[config.mk]
export PLATFORM = sky130hd
export DESIGN_NAME = sync_fifo_axis
export DESIGN_NICKNAME = d
export VERILOG_FILES = /design/src/rtl/sync_fifo_axis.sv
export SDC_FILE = /design/constraint.sdc
export NUM_CORES = 1
export LEC_CHECK = 0
export CAP_MARGIN = 10
export CORE_ASPECT_RATIO = 2
export CORE_MARGIN = 1
export CORE_UTILIZATION = 40
export DETAILED_ROUTE_END_ITERATION = 10
export PLACE_DENSITY = 0.53
export SLEW_MARGIN = 20
export SYNTH_ARGS = -nofsm -noshare
export SYNTH_HDL_FRONTEND = slang
export SYNTH_SLANG_ARGS = --single-unit
[constraint.sdc]
create_clock -name aclk -period 11 [get_ports aclk]
set_input_delay 2.2 -clock aclk [delete_from_list [all_inputs] [get_ports aclk]]
set_output_delay 2.2 -clock aclk [all_outputs]
set_load 0.1 [all_outputs]
[src/rtl/sync_fifo_axis.sv]
// First-word-fall-through synchronous FIFO with valid/ready on both sides, fill level and threshold flags.
// Optional synchronous flush is compiled in only when SYNC_FIFO_FLUSH_EN is defined.
module sync_fifo_axis #(
   parameter int DEPTH         = 16,
   parameter int WIDTH         = 32,
   parameter int AFULL_THRESH  = DEPTH - 2,
   parameter int AEMPTY_THRESH = 1
) (
   input  logic                         aclk,
   input  logic                         resetn,
   input  logic [WIDTH-1:0]             s_data_i,
   input  logic                         s_valid_i,
   output logic                         s_ready_o,
   output logic [WIDTH-1:0]             m_data_o,
   output logic                         m_valid_o,
   input  logic                         m_ready_i,
   input  logic                         flush_i,
   output logic [$clog2(DEPTH+1)-1:0]   level_o,
   output logic                         almost_full_o,
   output logic                         almost_empty_o
);

   localparam int AW = $clog2(DEPTH);
   localparam int LW = $clog2(DEPTH+1);
   localparam logic [LW-1:0] DEPTH_L = LW'(DEPTH);
   localparam logic [LW-1:0] AF_L    = LW'(AFULL_THRESH);
   localparam logic [LW-1:0] AE_L    = LW'(AEMPTY_THRESH);

   logic [WIDTH-1:0] mem [DEPTH];
   logic [AW:0]      wr_ptr;
   logic [AW:0]      rd_ptr;
   logic [AW-1:0]    rd_nxt_idx;
   logic             push;
   logic             pop;
   logic [LW-1:0]    level_nxt;

`ifndef SYNC_FIFO_FLUSH_EN
   logic unused_flush;
   assign unused_flush = flush_i;
`endif

   // Every stored word, including the one shown on m_data_o, stays in mem until popped.
   assign level_o    = LW'(wr_ptr - rd_ptr);
   assign rd_nxt_idx = rd_ptr[AW-1:0] + AW'(1);

   always_comb begin
      push      = s_valid_i && s_ready_o;
      pop       = m_valid_o && m_ready_i;
      level_nxt = level_o;
      if (push && !pop)
         level_nxt = level_o + LW'(1);
      else if (pop && !push)
         level_nxt = level_o - LW'(1);
   end

   always_ff @(posedge aclk) begin
      if (push)
         mem[wr_ptr[AW-1:0]] <= s_data_i;
   end

   always_ff @(posedge aclk) begin
      if (!resetn) begin
         wr_ptr         <= '0;
         rd_ptr         <= '0;
         m_data_o       <= '0;
         m_valid_o      <= 1'b0;
         s_ready_o      <= 1'b0;
         almost_full_o  <= 1'b0;
         almost_empty_o <= 1'b1;
      end
`ifdef SYNC_FIFO_FLUSH_EN
      else if (flush_i) begin
         wr_ptr         <= '0;
         rd_ptr         <= '0;
         m_valid_o      <= 1'b0;
         s_ready_o      <= 1'b1;
         almost_full_o  <= 1'b0;
         almost_empty_o <= 1'b1;
      end
`endif
      else begin
         if (push)
            wr_ptr <= wr_ptr + (AW+1)'(1);
         if (pop)
            rd_ptr <= rd_ptr + (AW+1)'(1);
         m_valid_o      <= (level_nxt != '0);
         s_ready_o      <= (level_nxt < DEPTH_L);
         almost_full_o  <= (level_nxt >= AF_L);
         almost_empty_o <= (level_nxt <= AE_L);
         // Incoming word becomes head when the FIFO is, or is about to become, empty.
         if (push && ((level_o == '0) || (pop && (level_o == LW'(1)))))
            m_data_o <= s_data_i;
         else if (pop && (level_o > LW'(1)))
            m_data_o <= mem[rd_nxt_idx];
      end
   end

endmodule

==> flow_metrics.env, run 1 <==
export IMPL_status="finished clean"
export IMPL_ir_worst_vdd_uv=132.6
export IMPL_grt_pass1_wl_microns=76460
export IMPL_antennaDiodeCount=0
export IMPL_vias=10620
export IMPL_synthToLayoutAreaGrowth_pct=15.10
export IMPL_grt_util_all_layers_pct=19.10
export IMPL_p_total_mw=5.521
export IMPL_place_hpwl_microns=25640
export IMPL_swShare_pct=30.55
export IMPL_netlist_instances=1098
export IMPL_core_area_sq_mm=0.05360
export IMPL_first_global_vias=11470
export IMPL_final_common_cell="edfxtp_1"
export IMPL_tightest_slew_ns=0.9867
export IMPL_drtIter0Drc=802
export IMPL_rows=120
export IMPL_crit_chain="ha_1 > fa_1 > nand2b_1 > a21oi_2 > xnor2_1 > clkdlybuf4s50_1"
export IMPL_antenna_left=0
export IMPL_drive_gt1_share_pct=20.26
export IMPL_stdcell_area_sq_mm=0.02507
export IMPL_ctsHtreeMaxLevel=2
export IMPL_ys_warnings_count=0
export IMPL_cts_resized=0
export IMPL_finClkSkew_ns=0.01314
export IMPL_cts_buffer_depth=3
export IMPL_max_stage_delay_ns=1.27
export IMPL_fill_cells=4481
export IMPL_fin_util_pct=46.77
export IMPL_start_kind="flip-flop"
export IMPL_powerDensity_mw_per_mm2=220.2
export IMPL_clock_sinks=558
export IMPL_gr_total_overflow=0
export IMPL_dp_cells=1815
export IMPL_place_area_sq_mm=0.02354
export IMPL_numCtsBuffers=48
export IMPL_slew_headroom_pct=34.01
export IMPL_cp_slowest_cell="clkdlybuf4s50_1"
export IMPL_clock_fmax_mhz=163.2
export IMPL_clkPwrFrac_pct=30.2
export IMPL_hold_path_class="flip-flop to flip-flop"
export IMPL_max_cap_viol_count=0
export IMPL_dr_pass1_iters=4
export IMPL_period_share_pct=55.72
export IMPL_netlist_cell_type_count=44
export IMPL_synth_net_count=1149
export IMPL_final_cell_count_no_fill=1905
export IMPL_post_cts_buffers=0
export IMPL_root_buffer="clkbuf_16"
export IMPL_synth_seq_cells=558
export IMPL_critPathKind="flip-flop to output port"
export IMPL_insertion_delay_ns=0.58
export IMPL_arrival_ns=3.93
export IMPL_wire_per_inst_microns=26.96
export IMPL_cts_tree="built"
export IMPL_syn_avg_cell_area_sq_um=19.84
export IMPL_port_buffers=76
export IMPL_crit_family="buffers and inverters"
export IMPL_leakagePower_nw=7.902
export IMPL_required_ns=8.80
export IMPL_antenna_found_initial=0
export IMPL_via_per_inst=5.576
export IMPL_async_flop_share_pct=0
export IMPL_wirelength_microns=51370
export IMPL_drc=0
export IMPL_pwr_share_seq_pct=44.6
export IMPL_ios=78
export IMPL_start_util_pct=40.63
export IMPL_synth_edf_count=512
export IMPL_p_comb_share_pct=25.3
export IMPL_final_cell_mix="edfxtp_1 (512), mux4_2 (128), clkdlybuf4s50_1 (76), inv_1 (74), nor2b_1 (62)"
export IMPL_switchingPower_mw=1.686
export IMPL_nets=1245
export IMPL_critPathBufInv=1
export IMPL_setup_violations=0
export IMPL_grt_max_degree=103
export IMPL_maxSlewViolCount=0
export IMPL_gp_congestion=0.7535
export IMPL_ctsHoldBuffers=0
export IMPL_die_area_sq_mm=0.05544
export IMPL_internal_power_mw=3.834
export IMPL_cp_end_kind="output port"
export IMPL_synth_area_sq_mm=0.02178
export IMPL_ys_seq_area_share_pct=74.82
export IMPL_fin_crit_ns=6.129
export IMPL_die_y_microns=332.0
export IMPL_path_clk_slew_ns=0.07
export IMPL_hold_viol_final=0
export IMPL_rsz0062_at_grt="no"
export IMPL_synth_flop_cell="edfxtp_1"
export IMPL_die_w_microns=167
export IMPL_setup_tns_final_ns=0
export IMPL_cp_max_fo=33
-- cell usage after synthesis, types with 8 or more instances --
cell | count | area, sq um
a221o_1 | 32 | 320.3
and2_1 | 11 | 68.82
buf_2 | 17 | 85.08
clkbuf_1 | 32 | 120.1
dfxtp_1 | 46 | 920.9
edfxtp_1 | 512 | 15370
ha_1 | 13 | 162.7
inv_1 | 74 | 277.8
mux4_2 | 128 | 2883
nand2_1 | 16 | 60.06
nor2_1 | 17 | 63.81
nor2b_1 | 62 | 387.9
nor3_1 | 8 | 40.04
o22ai_1 | 33 | 206.5
o31a_1 | 33 | 289.0
xnor2_1 | 13 | 113.9
-- layout make-up --
class,instances,area (sq um),share of cell area (%)
clock inverters,21,157.7,0.6289
multi-input cells,410,5152,20.55
clock buffers,69,1373,5.475
flip-flops and latches,558,16300,65.02
well taps,671,839.6,3.349
inverters,74,277.8,1.108
repair buffers,102,968.4,3.863
-- power by group through the flow --
stage               clock, mW  combinational, mW  sequential [mW]
CTS                      1.71               1.42             2.46
detailed placement          0               1.42             2.51
global route             1.78               1.48             2.47
global placement            0               1.42             2.51
floorplan                   0              0.752             2.82
finish                   1.66               1.40             2.46
-- per-layer routing --
| layer | GRT usage [%] | routed length [microns] | share of wire [%] |
|---|---|---|---|
| met5 | 0 | 0 | 0 |
| met4 | 6.206 | 1392 | 2.7 |
| met3 | 2.383 | 1811 | 3.5 |
| met2 | 35.47 | 28130 | 55 |
| met1 | 22.66 | 20030 | 39 |
-- flip-flops by register name, indices dropped and copies added (netlist names) --
| signal | cells |
|---|---|
| almost_empty_o | 1 |
| almost_full_o | 1 |
| m_data_o | 32 |
| m_valid_o | 1 |
| mem | 512 |
| rd_ptr | 5 |
| s_ready_o | 1 |
| wr_ptr | 5 |
-- through the flow --
step / hold WS [ns] / worst slack (ns)
global route: 0.5035 / 4.632
CTS: 0.4915 / 4.750
floorplan: 0.5045 / 5.698
finish: 0.4886 / 4.871
detailed placement: 0.4743 / 5.395
global placement: 0.4716 / 5.405
-- worst paths after layout --
kind,start,end,slack [ns],depth (start not counted)
setup / recovery,rd_ptr[0],level_o[4],4.87,6
hold / removal,m_data_o[5],m_data_o[5],0.49,1
setup reg to reg,rd_ptr[0],m_data_o[23],7.12,7
hold reg to reg,m_data_o[5],m_data_o[5],0.49,1
-- worst register-to-register path: cells and delay by family (launching register included) --
kind | cells | cell delay (ns)
compound gates | 3 | 1.10
flops | 1 | 0.82
buf+inv | 2 | 1.31
simple gates | 2 | 0.53
-- cell families after synthesis --
logic type	synth area share (%)
flops	74.82
buf+inv	2.442
simple gates	3.372
mux	13.29
compound gates	4.556
xor+xnor	0.6836
fa+ha+maj	0.8388
(Power assumes the default switching activity.)
==> run 2, diff against run 1 <==
--- a/config.mk
+++ b/config.mk
@@ -10,7 +10,7 @@
 export CORE_MARGIN = 1
 export CORE_UTILIZATION = 40
 export DETAILED_ROUTE_END_ITERATION = 10
-export PLACE_DENSITY = 0.53
+export PLACE_DENSITY = 0.55
 export SLEW_MARGIN = 20
 export SYNTH_ARGS = -nofsm -noshare
 export SYNTH_HDL_FRONTEND = slang
==> constraint.sdc (replaced) <==
create_clock -name aclk -period 4.9 [get_ports aclk]
set_input_delay 0.98 -clock aclk [delete_from_list [all_inputs] [get_ports aclk]]
set_output_delay 0.98 -clock aclk [all_outputs]
set_load 0.1 [all_outputs]
==> run 2 against run 1 <==
  * Power increased by 130%
  * Via count increased by 0.12%
  * Combinational power increased by 130%
  * Register-to-register slack got worse by 5.6 ns
  * Clock power increased by 130%
  * Die area unchanged
  * Non-clock buffer count increased by 6
  * Worst setup slack got worse by 3.9 ns
  * Routed wire length decreased by 3.4%
  * Sequential power increased by 120%
  * Clock skew increased by 0.0051 ns
  * Final area increased by 0.41%
  * Largest cell class unchanged
  * Largest power group unchanged
==> flow_metrics.env, run 2 (synthesis results as in run 1) <==
export IMPL_cp_max_fo=12
export IMPL_grt_max_degree=94
export IMPL_vias=10640
export IMPL_period_share_pct=80.10
export IMPL_setup_tns_final_ns=0
export IMPL_leakagePower_nw=7.950
export IMPL_via_per_inst=5.574
export IMPL_ctsHtreeMaxLevel=2
export IMPL_crit_chain="inv_1 > ha_1 > nand2_1 > o21ai_0 > xor2_1 > buf_4"
export IMPL_ctsHoldBuffers=0
export IMPL_clkPwrFrac_pct=30.3
export IMPL_switchingPower_mw=3.803
export IMPL_pwr_share_seq_pct=44.0
export IMPL_p_total_mw=12.48
export IMPL_ios=78
export IMPL_cts_buffer_depth=3
export IMPL_crit_family="flip-flops"
export IMPL_start_kind="flip-flop"
export IMPL_cts_tree="built"
export IMPL_drc=0
export IMPL_place_hpwl_microns=26260
export IMPL_drtIter0Drc=836
export IMPL_synthToLayoutAreaGrowth_pct=15.57
export IMPL_powerDensity_mw_per_mm2=495.7
export IMPL_grt_pass1_wl_microns=73650
export IMPL_gr_total_overflow=0
export IMPL_die_w_microns=167
export IMPL_status="finished clean"
export IMPL_antennaDiodeCount=0
export IMPL_setup_violations=0
export IMPL_hold_viol_final=0
export IMPL_timing_final_ws_setup_ns=0.9749
export IMPL_internal_power_mw=8.675
export IMPL_grt_util_all_layers_pct=18.29
export IMPL_dr_pass1_iters=5
export IMPL_port_buffers=76
export IMPL_max_stage_delay_ns=0.72
export IMPL_start_util_pct=40.63
export IMPL_max_cap_viol_count=0
export IMPL_dp_cells=1820
export IMPL_hold_path_class="flip-flop to flip-flop"
export IMPL_final_common_cell="edfxtp_1"
export IMPL_swShare_pct=30.48
export IMPL_stdcell_area_sq_mm=0.02517
export IMPL_largest_register_ffs=512
export IMPL_final_cell_count_no_fill=1908
export IMPL_p_comb_share_pct=25.7
export IMPL_maxSlewViolCount=0
export IMPL_fin_util_pct=46.96
export IMPL_die_y_microns=332.0
export IMPL_clock_sinks=558
export IMPL_antenna_found_initial=1
export IMPL_required_ns=3.92
export IMPL_numCtsBuffers=47
export IMPL_dp_slack_ns=1.216
export IMPL_fin_crit_ns=3.925
export IMPL_critPathKind="flip-flop to output port"
export IMPL_die_area_sq_mm=0.05544
export IMPL_wirelength_microns=49620
export IMPL_ir_worst_vdd_uv=311.9
export IMPL_cp_end_kind="output port"
export IMPL_nets=1250
export IMPL_gp_congestion=0.7068
export IMPL_final_cell_mix="edfxtp_1 (512), mux4_2 (128), inv_1 (74), clkdlybuf4s50_1 (72), nor2b_1 (62)"
export IMPL_root_buffer="clkbuf_16"
export IMPL_place_area_sq_mm=0.02362
export IMPL_drive_gt1_share_pct=20.94
export IMPL_antenna_left=0
export IMPL_first_global_vias=11420
export IMPL_critPathBufInv=2
export IMPL_cts_resized=0
export IMPL_clock_fmax_mhz=254.8
export IMPL_wire_per_inst_microns=26.01
export IMPL_slew_headroom_pct=32.27
export IMPL_cp_slowest_cell="dfxtp_1"
export IMPL_path_clk_slew_ns=0.07
export IMPL_finClkSkew_ns=0.01829
export IMPL_tightest_slew_ns=1.013
export IMPL_hold_slack_ns=0.4850
export IMPL_core_area_sq_mm=0.05360
export IMPL_post_cts_buffers=0
export IMPL_arrival_ns=2.95
export IMPL_rows=120
export IMPL_rsz0062_at_grt="no"
export IMPL_insertion_delay_ns=0.57
[run 2: cell count changes in the layout (fill, tap and decap cells not counted), sizes merged]
| cell | delta |
|---|---|
| buf | +10 |
| bufinv | +2 |
| clkbuf | -5 |
| clkdlybuf4s50 | -4 |
| clkinv | -4 |
| clkinvlp | +2 |
| inv | +2 |
[run 2: final timing paths]
| kind | cells after the start | slack, ns | to | from |
|---|---|---|---|---|
| setup / recovery | 6 | 0.97 | level_o[3] | rd_ptr[2] |
| hold / removal | 1 | 0.48 | m_data_o[2] | m_data_o[2] |
| setup reg to reg | 9 | 1.49 | m_data_o[24] | wr_ptr[0] |
| hold reg to reg | 1 | 0.48 | m_data_o[2] | m_data_o[2] |
[run 2: metal layers]
layer / up-vias / global-route usage [%] / routed length [microns]
li1: 4630 / - / -
met1: 5695 / 21.88 / 19190
met2: 249 / 33.94 / 27240
met3: 61 / 2.109 / 2091
met4: 0 / 5.831 / 1100
met5: - / 0 / 0
[run 2: area by class of cell]
| cell class | count | area, sq um |
|---|---|---|
| fill | 4463 | 28430 |
| sequential | 558 | 16300 |
| multi-input combinational | 410 | 5152 |
| clock buffer | 64 | 1323 |
| timing repair buffer | 108 | 1066 |
| tap | 671 | 839.6 |
| inverter | 74 | 277.8 |
| clock inverter | 23 | 214.0 |
[run 2: power groups by stage]
stage	Combinational [mW]	Clock [mW]	Sequential, mW
after detailed placement	3.26	0	5.60
final	3.21	3.78	5.49
after global routing	3.41	4.02	5.51
after floorplan	1.69	0	6.33
after CTS	3.27	3.87	5.49
after global placement	3.25	0	5.60
==> run 3, diff against run 2 <==
--- a/config.mk
+++ b/config.mk
@@ -10,7 +10,7 @@
 export CORE_MARGIN = 1
 export CORE_UTILIZATION = 40
 export DETAILED_ROUTE_END_ITERATION = 10
-export PLACE_DENSITY = 0.55
+export PLACE_DENSITY = 0.53
 export SLEW_MARGIN = 20
 export SYNTH_ARGS = -nofsm -noshare
 export SYNTH_HDL_FRONTEND = slang
==> constraint.sdc (replaced) <==
create_clock -name aclk -period 3.8 [get_ports aclk]
set_input_delay 0.76 -clock aclk [delete_from_list [all_inputs] [get_ports aclk]]
set_output_delay 0.76 -clock aclk [all_outputs]
set_load 0.1 [all_outputs]
==> run 3 against run 2 <==
  * Clock-buffer cell count is 2 higher
  * Critical path depth is 3 higher
  * Final area is 1.9% higher
  * Worst hold slack better by 0.0080 ns
  * Worst setup slack worse by 0.50 ns
  * Largest power group unchanged
  * Largest cell class unchanged
  * Critical path type is now flip-flop to flip-flop
  * Die area stayed put
  * Clock skew is 0.0052 ns lower
==> flow_metrics.env, run 3 (synthesis results as in run 1) <==
export IMPL_die_y_microns=332.0
export IMPL_final_cell_count_no_fill=1922
export IMPL_p_comb_share_pct=25.5
export IMPL_rows=120
export IMPL_ctsHoldBuffers=0
export IMPL_largest_register_ffs=512
export IMPL_worstHoldEndpoint="m_data_o[1]"
export IMPL_ir_worst_vdd_uv=354.0
export IMPL_wirelength_microns=50610
export IMPL_place_hpwl_microns=26600
export IMPL_post_cts_buffers=0
export IMPL_start_kind="flip-flop"
export IMPL_clkPwrFrac_pct=32.1
export IMPL_final_cell_mix="edfxtp_1 (512), mux4_2 (128), inv_1 (74), clkdlybuf4s50_1 (71), nor2b_1 (62)"
export IMPL_hp_start="m_data_o[1]"
export IMPL_r2r_end="m_data_o[20]"
export IMPL_regToRegStartpoint="wr_ptr[0]"
export IMPL_clock_sinks=558
export IMPL_switchingPower_mw=4.998
export IMPL_nets=1260
export IMPL_hold_viol_final=0
export IMPL_setup_tns_final_ns=0
export IMPL_fin_crit_ns=3.322
export IMPL_via_per_inst=5.567
export IMPL_maxSlewViolCount=0
export IMPL_wire_per_inst_microns=26.33
export IMPL_rsz0062_at_grt="no"
export IMPL_vias=10700
export IMPL_synthToLayoutAreaGrowth_pct=17.73
export IMPL_required_ns=4.26
export IMPL_clock_fmax_mhz=301.0
export IMPL_critPathKind="flip-flop to flip-flop"
export IMPL_grt_util_all_layers_pct=18.80
export IMPL_first_global_vias=11440
export IMPL_cp_max_fo=32
export IMPL_die_area_sq_mm=0.05544
export IMPL_r2r_slack_ns=0.48
export IMPL_hold_path_class="flip-flop to flip-flop"
export IMPL_antenna_found_initial=0
export IMPL_gr_total_overflow=0
export IMPL_start_util_pct=40.63
export IMPL_cts_buffer_depth=3
export IMPL_grt_max_degree=93
export IMPL_dp_cells=1829
export IMPL_die_w_microns=167
export IMPL_cp_end_kind="flip-flop"
export IMPL_stdcell_area_sq_mm=0.02564
export IMPL_pwr_share_seq_pct=42.5
export IMPL_antenna_left=0
export IMPL_dr_pass1_iters=5
export IMPL_ff2ff_path_depth=9
export IMPL_place_area_sq_mm=0.02390
export IMPL_drc=0
export IMPL_tightest_slew_ns=1.002
export IMPL_path_clk_slew_ns=0.07
export IMPL_max_cap_viol_count=0
export IMPL_drive_gt1_share_pct=23.04
export IMPL_final_common_cell="edfxtp_1"
export IMPL_dp_slack_ns=0.4743
export IMPL_core_area_sq_mm=0.05360
export IMPL_finClkSkew_ns=0.01311
export IMPL_timing_final_ws_setup_ns=0.4781
export IMPL_slew_headroom_pct=32.99
export IMPL_numCtsBuffers=49
export IMPL_cts_tree="built"
export IMPL_ctsHtreeMaxLevel=2
export IMPL_whs_path_depth=1
export IMPL_cts_resized=0
export IMPL_root_buffer="clkbuf_16"
export IMPL_insertion_delay_ns=0.58
export IMPL_port_buffers=76
export IMPL_internal_power_mw=11.65
export IMPL_gp_congestion=0.7050
export IMPL_period_share_pct=87.42
export IMPL_p_total_mw=16.65
export IMPL_leakagePower_nw=8.150
export IMPL_powerDensity_mw_per_mm2=649.3
export IMPL_swShare_pct=30.02
export IMPL_status="finished clean"
export IMPL_ios=78
export IMPL_fill_cells=4408
export IMPL_arrival_ns=3.78
export IMPL_setup_violations=0
export IMPL_drtIter0Drc=743
export IMPL_grt_pass1_wl_microns=74980
## run 3: changes by cell type in the layout (fill, tap and decap cells not counted), moves of 3 or more
cell and change:
clkinv_2 +7, buf_4 -3, nor3_2 -4, clkbuf_1 -5, nor3_4 +4, bufinv_16 +3, clkinv_1 -7, clkbuf_8 +5
buf_12 +12
## run 3: cell type report
type / instances / area (sq um) / area share (%)
tap: 671 / 839.6 / 3.274
clock inverter: 26 / 315.3 / 1.230
multi-input combinational: 410 / 5210 / 20.32
clock buffer: 66 / 1423 / 5.548
inverter: 74 / 277.8 / 1.083
sequential: 558 / 16300 / 63.57
antenna: 1 / 2.502 / 0.009759
timing repair buffer: 116 / 1274 / 4.968
## run 3: stage by stage
stage                     hold slack [ns]  utilization (%)
after floorplan                    0.5045                -
after global placement             0.4770            44.57
after detailed placement           0.4784            44.59
after CTS                          0.4949            47.83
after global routing               0.5068            47.83
final                              0.4929            47.84
## run 3: layer usage
metal | share of wire, % | GRT usage, %
met4 | 3.3 | 7.289
met3 | 4.0 | 2.288
met1 | 38 | 22.09
met5 | 0 | 0
met2 | 55 | 34.63
## run 3: power by group through the flow
stage / Combinational, mW / Sequential (mW) / Clock (mW)
floorplan: 2.19 / 8.16 / 0
global placement: 4.29 / 7.21 / 0
detailed placement: 4.31 / 7.21 / 0
CTS: 4.32 / 7.07 / 5.47
global route: 4.49 / 7.09 / 5.67
finish: 4.24 / 7.07 / 5.34
## run 3: worst max-delay path by stage
stage,from,end,depth (start not counted)
2_1_floorplan,rd_ptr[2],m_valid_o,9
3_3_place_gp,wr_ptr[0],m_data_o[20],9
6_report,wr_ptr[0],m_data_o[20],9
3_5_place_dp,wr_ptr[0],m_data_o[27],9
5_1_grt,wr_ptr[0],m_data_o[27],9
4_1_cts,wr_ptr[0],level_o[4],7
## run 3: worst max-delay path, stage by stage, from the launching register on
cell,delay [ns]
dfxtp_1,0.38
inv_1,0.12
ha_1,0.24
fa_1,0.42
nand2b_1,0.18
a21oi_2,0.16
xnor2_2,0.17
or3_4,0.44
o311a_4,0.63
a221o_1,0.44
